## config.mk

```make
export PLATFORM = sky130hd
export DESIGN_NAME = sap_cpu_param
export DESIGN_NICKNAME = d
export VERILOG_FILES = /design/src/rtl/sap_cpu_param.sv
export SDC_FILE = /design/constraint.sdc
export NUM_CORES = 1
export LEC_CHECK = 0
export ABC_AREA = 1
export BUFFER_PORTS_ARGS = -buffer_cell sky130_fd_sc_hd__buf_2
export CORE_MARGIN = 8
export CORE_UTILIZATION = 50
export DETAILED_ROUTE_END_ITERATION = 7
export PLACE_DENSITY = 0.69
export SYNTH_ARGS = -nofsm -noshare
export SYNTH_HDL_FRONTEND = slang
export SYNTH_SLANG_ARGS = --single-unit
```

## constraint.sdc

```tcl
create_clock -name clk -period 2.2 [get_ports clk]
set_input_delay 0 -clock clk [delete_from_list [all_inputs] [get_ports clk]]
set_output_delay 0 -clock clk [all_outputs]
set_load 0.1 [all_outputs]
```

## src/rtl/sap_cpu_param.sv

```systemverilog
// Parametrised SAP-style accumulator CPU: single internal bus, built-in RAM,
// fixed five-state controller, output register, Z/C flags and a halt latch.
module sap_cpu_param #(
  parameter int DATA_W = 8,
  parameter int ADDR_W = 4
) (
  input  logic              clk,
  input  logic              clr,
  input  logic              prog_we,
  input  logic [ADDR_W-1:0] prog_addr,
  input  logic [DATA_W-1:0] prog_data,
  output logic [DATA_W-1:0] out,
  output logic [DATA_W-1:0] bus,
  output logic [1:0]        flags,
  output logic              halted
);

  localparam int DEPTH = 2 ** ADDR_W;

  localparam logic [3:0] OP_LDA = 4'h0;
  localparam logic [3:0] OP_ADD = 4'h1;
  localparam logic [3:0] OP_SUB = 4'h2;
  localparam logic [3:0] OP_STA = 4'h4;
  localparam logic [3:0] OP_JMP = 4'h5;
  localparam logic [3:0] OP_JZ  = 4'h6;
  localparam logic [3:0] OP_OUT = 4'hE;
  localparam logic [3:0] OP_HLT = 4'hF;

  typedef enum logic [2:0] {
    T1 = 3'd0,
    T2 = 3'd1,
    T3 = 3'd2,
    T4 = 3'd3,
    T5 = 3'd4
  } state_t;

  state_t state_reg, state_next;

  logic [ADDR_W-1:0] pc_reg;
  logic [ADDR_W-1:0] mar_reg;
  logic [DATA_W-1:0] ir_reg;
  logic [DATA_W-1:0] acc_reg;
  logic [DATA_W-1:0] b_reg;
  logic [DATA_W-1:0] out_reg;
  logic              c_reg;
  logic              z_reg;
  logic              halted_reg;

  logic [DATA_W-1:0] mem [DEPTH];

  logic [3:0]        opcode;
  logic [ADDR_W-1:0] op_addr;
  logic [DATA_W-1:0] ram_q;
  logic [DATA_W-1:0] pc_ext;
  logic [DATA_W-1:0] addr_ext;

  assign opcode   = ir_reg[DATA_W-1 -: 4];
  assign op_addr  = ir_reg[ADDR_W-1:0];
  assign ram_q    = mem[mar_reg];
  assign pc_ext   = DATA_W'(pc_reg);
  assign addr_ext = DATA_W'(op_addr);

  // ALU: one extra bit captures carry (ADD) or borrow (SUB)
  logic [DATA_W:0]   sum_full;
  logic [DATA_W:0]   diff_full;
  logic              alu_sub;
  logic [DATA_W-1:0] alu_result;
  logic              alu_carry;

  assign sum_full   = {1'b0, acc_reg} + {1'b0, b_reg};
  assign diff_full  = {1'b0, acc_reg} - {1'b0, b_reg};
  assign alu_result = alu_sub ? diff_full[DATA_W-1:0] : sum_full[DATA_W-1:0];
  assign alu_carry  = alu_sub ? ~diff_full[DATA_W] : sum_full[DATA_W];

  // Control strobes decoded from the controller state and opcode
  logic              mar_from_pc;
  logic              mar_from_ir;
  logic              ir_load;
  logic              pc_inc;
  logic              pc_jump;
  logic              acc_from_ram;
  logic              acc_from_alu;
  logic              b_load;
  logic              ram_write;
  logic              out_load;
  logic              halt_set;
  logic [DATA_W-1:0] bus_val;

  always_ff @(posedge clk) begin
    if (clr) begin
      state_reg <= T1;
    end else begin
      state_reg <= state_next;
    end
  end

  always_comb begin
    state_next   = state_reg;
    mar_from_pc  = 1'b0;
    mar_from_ir  = 1'b0;
    ir_load      = 1'b0;
    pc_inc       = 1'b0;
    pc_jump      = 1'b0;
    acc_from_ram = 1'b0;
    acc_from_alu = 1'b0;
    alu_sub      = 1'b0;
    b_load       = 1'b0;
    ram_write    = 1'b0;
    out_load     = 1'b0;
    halt_set     = 1'b0;
    bus_val      = '0;

    // Once halted, the controller stops and nothing drives the bus
    if (!halted_reg) begin
      case (state_reg)
        T1: begin
          state_next  = T2;
          mar_from_pc = 1'b1;
          bus_val     = pc_ext;
        end
        T2: begin
          state_next = T3;
          ir_load    = 1'b1;
          pc_inc     = 1'b1;
          bus_val    = ram_q;
        end
        T3: begin
          state_next = T4;
          case (opcode)
            OP_LDA, OP_ADD, OP_SUB, OP_STA: begin
              mar_from_ir = 1'b1;
              bus_val     = addr_ext;
            end
            OP_JMP: begin
              pc_jump = 1'b1;
              bus_val = addr_ext;
            end
            OP_JZ: begin
              if (z_reg) begin
                pc_jump = 1'b1;
                bus_val = addr_ext;
              end
            end
            OP_OUT: begin
              out_load = 1'b1;
              bus_val  = acc_reg;
            end
            OP_HLT: begin
              halt_set = 1'b1;
            end
            default: ;
          endcase
        end
        T4: begin
          state_next = T5;
          case (opcode)
            OP_LDA: begin
              acc_from_ram = 1'b1;
              bus_val      = ram_q;
            end
            OP_ADD, OP_SUB: begin
              b_load  = 1'b1;
              bus_val = ram_q;
            end
            OP_STA: begin
              ram_write = 1'b1;
              bus_val   = acc_reg;
            end
            default: ;
          endcase
        end
        T5: begin
          state_next = T1;
          if (opcode == OP_ADD || opcode == OP_SUB) begin
            acc_from_alu = 1'b1;
            alu_sub      = (opcode == OP_SUB);
            bus_val      = alu_result;
          end
        end
        default: begin
          state_next = T1;
        end
      endcase
    end
  end

  always_ff @(posedge clk) begin
    if (clr) begin
      pc_reg     <= '0;
      mar_reg    <= '0;
      ir_reg     <= '0;
      acc_reg    <= '0;
      b_reg      <= '0;
      out_reg    <= '0;
      c_reg      <= 1'b0;
      z_reg      <= 1'b0;
      halted_reg <= 1'b0;
    end else begin
      if (mar_from_pc) begin
        mar_reg <= pc_reg;
      end else if (mar_from_ir) begin
        mar_reg <= op_addr;
      end
      if (ir_load) begin
        ir_reg <= ram_q;
      end
      if (pc_inc) begin
        pc_reg <= pc_reg + ADDR_W'(1);
      end else if (pc_jump) begin
        pc_reg <= op_addr;
      end
      if (acc_from_ram) begin
        acc_reg <= ram_q;
      end else if (acc_from_alu) begin
        acc_reg <= alu_result;
        c_reg   <= alu_carry;
        z_reg   <= (alu_result == '0);
      end
      if (b_load) begin
        b_reg <= ram_q;
      end
      if (out_load) begin
        out_reg <= acc_reg;
      end
      if (halt_set) begin
        halted_reg <= 1'b1;
      end
    end
  end

  // RAM contents survive clr; the load port is only live while clr is high
  always_ff @(posedge clk) begin
    if (clr) begin
      if (prog_we) begin
        mem[prog_addr] <= prog_data;
      end
    end else if (ram_write) begin
      mem[mar_reg] <= acc_reg;
    end
  end

  assign out    = out_reg;
  assign bus    = bus_val;
  assign flags  = {c_reg, z_reg};
  assign halted = halted_reg;

endmodule

```

Word-level counts from Yosys, hierarchy flattened
Memory sizes are Yosys's and may differ from the RTL's. A register that Yosys moved wholly into a read port is not among the register bits.
Index checks and enable logic that the tools add are counted.
{ "op_classes": {"addsub": 3, "eq_ne": 11, "mux": 58, "bitwise_logic": 2, "reduce_logical": 13} }
{ "op_table": {"columns": ["cell", "count"], "rows": [
  ["2-to-1 mux 8 bit", 6],
  ["one-hot mux 8 bit (5 select lines)", 1],
  ["2-to-1 mux 1 bit", 39],
  ["2-to-1 mux 4 bit", 8],
  ["one-hot mux 8 bit (3 select lines)", 1],
  ["one-hot mux 8 bit (2 select lines)", 1],
  ["== test 4 x 3 -> 1 bit, second input constant", 3],
  ["one-hot mux 3 bit (4 select lines)", 1],
  ["adder 8 x 8 -> 9 bit", 1],
  ["subtractor 8 x 8 -> 9 bit", 1],
  ["== test 4 bit, second input constant", 2],
  ["zero test 8 bit", 1],
  ["OR reduction 8 bit", 1],
  ["== test 3 x 2 -> 1 bit, second input constant", 2],
  ["nonzero test 2 bit", 3],
  ["OR reduction 5 bit", 1],
  ["adder 4 x 1 -> 4 bit, second input constant", 1],
  ["== test 4 x 1 -> 1 bit, second input constant", 1],
  ["== test 4 x 2 -> 1 bit, second input constant", 1],
  ["zero test 4 bit", 1],
  ["OR reduction 4 bit", 1],
  ["== test 3 x 1 -> 1 bit, second input constant", 1],
  ["== test 3 bit, second input constant", 1],
  ["zero test 3 bit", 1],
  ["6 further kinds", 7]
]} }
{ "totals": {"register_bits": 46, "mem_bits_rw": 128, "inputBits": 15, "out_inout_bits": 19, "word_cells": 98, "mem_count": 1} }
{ "memory_table": {"columns": ["memory", "depth", "width", "read_ports", "rd_clocked_by_memory_dff", "write_ports", "line", "text"], "rows": [
  ["mem", 16, 8, 1, 1, 1, "49", "logic [DATA_W-1:0] mem [DEPTH];"]
]} }

Logic depth before layout (Yosys ltp)
{ "depth": {"ltp_word": 9, "depth_mapped": 15, "mapped_depth_nobuf": 14} }

Worst setup path before layout
Ideal clock, no wire load.
{ "synth_timing": {"path_type": "reg-to-output", "start": "reg halted_reg (netlist: halted)", "end": "out bus[5]", "arrival_ps": 3437, "required_ps": 2200, "setup_slack_ps": -1237, "stages_incl_launch_ff": 12, "n_path_buf": 1, "cell_sequence": "dfxtp_1 inv_2 buf_2 nand2_1 inv_1 nand2_1 nand2_1 nand3_1 nand2_1 nor2_1 nor2_1 a21oi_1"} }
{ "synth_via": {"elab_chain_cells": 5} }
{ "synth_rtl": {"columns": ["item", "line", "text"], "rows": [
  ["start, declared", "47", "logic halted_reg;"],
  ["start signal, assigned", "197", "halted_reg <= 1'b0;"],
  ["start signal, assigned", "226", "halted_reg <= 1'b1;"],
  ["2-to-1 mux 1 bit", "114", "if (!halted_reg) begin"],
  ["2-to-1 mux 8 bit", "72", "assign alu_result = alu_sub ? diff_full[DATA_W-1:0] : sum_full[DATA_W-1:0];"],
  ["2-to-1 mux 8 bit", "174", "if (opcode == OP_ADD || opcode == OP_SUB) begin"],
  ["one-hot mux 8 bit (5 select lines)", "115", "case (state_reg)"],
  ["2-to-1 mux 8 bit *", "114", null],
  ["end, declared", "13", "output logic [DATA_W-1:0] bus,"]
]} }
Every way passes the cells marked *; elsewhere a longest branch is shown, timed or not.

Worst setup path in the final report
{ "layout_timing": {"start": "reg acc_reg[0]", "end": "out bus[4]"} }
{ "layout_via": {"elab_chain_cells": 5, "word_cells_on_any_way": 6, "classes_between": "2 x add/sub; 4 x mux"} }
{ "layout_rtl": {"columns": ["item", "line", "text"], "rows": [
  ["start, declared", "42", "logic [DATA_W-1:0] acc_reg;"],
  ["start signal, assigned", "213", "acc_reg <= ram_q;"],
  ["start signal, assigned", "215", "acc_reg <= alu_result;"],
  ["adder 8 x 8 -> 9 bit / subtractor 8 x 8 -> 9 bit (equally long branches)", "70, 71", null],
  ["2-to-1 mux 8 bit *", "72", null],
  ["2-to-1 mux 8 bit *", "174", null],
  ["one-hot mux 8 bit (5 select lines) *", "115", null],
  ["2-to-1 mux 8 bit *", "114", null]
]} }
Marks and branches as above.

==> qor.txt <==
drt total wl = 24.9 mm
cell taking the most area after synthesis = edfxtp_1
worst reg-to-reg path cell count = 14
CP cell instances = inv_4 -> ha_4 -> fa_2 -> nand3b_1 -> nand2_2 -> nand2_2 -> nand2_2 -> nand2_2 -> nand2_2 -> nand2_2 -> o21ai_2 -> a21oi_2 -> a21oi_4 -> buf_12
Worst EP required = 2.20 ns
worst slew pin tran = 0.555 ns
fin area = 0.0109 mm²
Final min period = 2.45 ns
row cnt = 48
RSZ-0062 raised after global routing = yes
Clock H-tree levels = 4
arrival time at the worst endpoint = 2.45 ns
clock skew = 0.0107 ns
placed cell area = 0.00956 mm²
CTS tree = built
Hold WS = 0.118 ns
failing checks = negative setup slack
critical path class = reg -> out
DR WL met3 = 2.21 mm
largest net degree at the start of global routing = 37
Via density = 5.70
HPWL Detailed = 15.8 mm
Setup Viol. Count Final = 7
synthesized net count = 987
CP max FO = 3
worst setup margin = -0.252 ns
commonest non-fill, non-tap cells in the layout = 149 x nand2_1, 128 x edfxtp_1, 123 x nor2_1, 89 x o21ai_0, 70 x buf_4
Largest stage delay, worst path = 0.37 ns
reg2reg start = acc_reg[0]
Setup TNS = -1.37 ns
grt total ovfl = 0
register area share after synthesis = 0.562
average size of a mapped cell = 9.04 µm²
Seq cells post-synth = 178
Critical Path Most Common Cell = nand2_2
nets = 1086
Hold Path Cell Cnt = 4
Starting DRT DRC Count = 868
cells taking the most area after synthesis = edfxtp_1 45%, dfxtp_1 12%, nand2_1 7.9%
hold endpoint = mem[1][1]
WL/cell = 19.3 µm
Max Fclk = 408 MHz
hold buffers post-CTS = 0
max_slew headroom = 0.629
Finished Core Util = 0.640
vias in the first global route = 6885
PD cells = 779 mW/mm²
Final Max Tran Viols = 0
I/O Buffers = 33
die area = 0.0217 mm²
Ys Warns = 0
max cap viols = 0
number of CTS-inserted buffers = 17
DR vias = 7356
share of the synthesized area in the top cell type = 0.446
Max Root-Sink Buffers = 2
count of final hold-check violations = 0
most common cell after layout, fill and taps aside = nand2_1
Leak = 4.33 nW
max reg flops = 128
Placer Congestion = 0.901
post-route ant nets = 0
DP Worst Slack = 0.0929 ns
clock-pin slew on the worst setup and hold paths = 0.07 ns
Clock Latency Late Sink = 0.43 ns
post-synthesis cell count = 953
Hold WC Path Type = in -> reg
root cell of the clock tree = clkbuf_16
Tot GR Track Use = 0.228
CTS Sinks = 178
Final Cycle Share = 1.11
diode count = 0
Top Layer Used = met5
DRC Markers = 0
Reg2Reg Setup Slack = 0.11 ns
Core Area = 0.0171 mm²
drt first pass iters = 6
synth unique cells = 47
chip width = 147 µm
initial antenna violation count = 1
Mapped Area = 0.00862 mm²
I/O pin cnt = 34
die extent in y = 147 µm
M1 wire length = 10.5 mm
Layout area overhead = 26.7%
worst vdd ir = 0.000574 V
routed wl met2 = 11.4 mm
Largest Register = mem
layout cells sized above 1 = 0.282
Setup crit end kind = output pin
global-route wire length before repair = 38.2 mm
crit path max-delay cell type = dfxtp_4
Worst setup SP type = flop
worst hold start = prog_data[1]
initial core utilization = 0.505
status = finished with violations
end of the worst register-to-register path = z_reg
-- report_power, final --
group | internal [mW] | switching [mW] | total, mW
sequential | 3.66 | 0.0607 | 3.72
clock | 1.60 | 1.38 | 2.98
combinational | 0.659 | 1.15 | 1.81
-- cell usage after synthesis (all sizes together) --
cell	instances
mux2i	1
nand3	55
and2	1
a31oi	11
and3	1
o21ai	109
inv	89
dfxtp	50
a211oi	3
clkinv	4
or2	6
o22ai	3
clkbuf	19
nand4	1
nor3	3
nor2	148
edfxtp	128
nand3b	4
nand2	185
xnor2	4
a22oi	1
a21oi	57
ha	17
o211ai	20
o221ai	7
buf	24
fa	2
-- logic make-up after synthesis --
logic type / synth area share
simple gates: 0.199
buf+inv: 0.0655
xor+xnor: 0.00406
compound gates: 0.138
mux: 0.00116
flops: 0.562
fa+ha+maj: 0.0293
-- critical path: cells and delay by family, from the launching register on --
kind                       cells  cell delay (ns)
and+or+nand+nor                7             0.67
adders and majority gates      2             0.51
DFF                            1             0.37
AOI/OAI and AO/OA              3             0.26
buffers and inverters          2             0.23
-- per-stage QoR --
step                instances  power (mW)
finish                   1290        8.51
global route             1290        8.75
CTS                      1282        8.41
detailed placement       1230        5.28
global placement         1230        5.26
floorplan                 953        4.72
-- worst max-delay path by stage --
stage | start | endpoint | slack (ns) | depth (start not counted)
3_5_place_dp | b_reg[2] | bus[7] | 0.09 | 14
3_3_place_gp | acc_reg[0] | bus[4] | 0.13 | 14
5_1_grt | acc_reg[0] | bus[2] | -0.39 | 11
6_report | acc_reg[0] | bus[4] | -0.25 | 14
2_1_floorplan | acc_reg[0] | bus[4] | 0.01 | 13
4_1_cts | acc_reg[0] | bus[4] | -0.31 | 14
-- cell type report --
class                   count  area, µm²
clock buffers              18        429
clock inverters            14        143
fillers                  1344       6140
inverters                  93        369
multi-input cells         639       3620
flip-flops and latches    178       4880
well taps                 225        282
repair buffers            123       1200
-- repair_timing --
| action | CTS | global route |
|---|---|---|
| setup endpoints to repair | 8 | 78 |
| gates cloned | 6 | 0 |
| resized for setup | 78 | 72 |
| hold endpoints to repair | 0 | 0 |
| pin swaps | 25 | 29 |
| buffers inserted | 14 | 9 |
-- routing by layer --
layer,GRT usage,vias to the layer above
met1,0.316,3442
met2,0.345,421
met4,0.100,2
met5,0,-
met3,0.0384,60
li1,-,3431
Note: power is estimated with default switching activity, not from simulation.
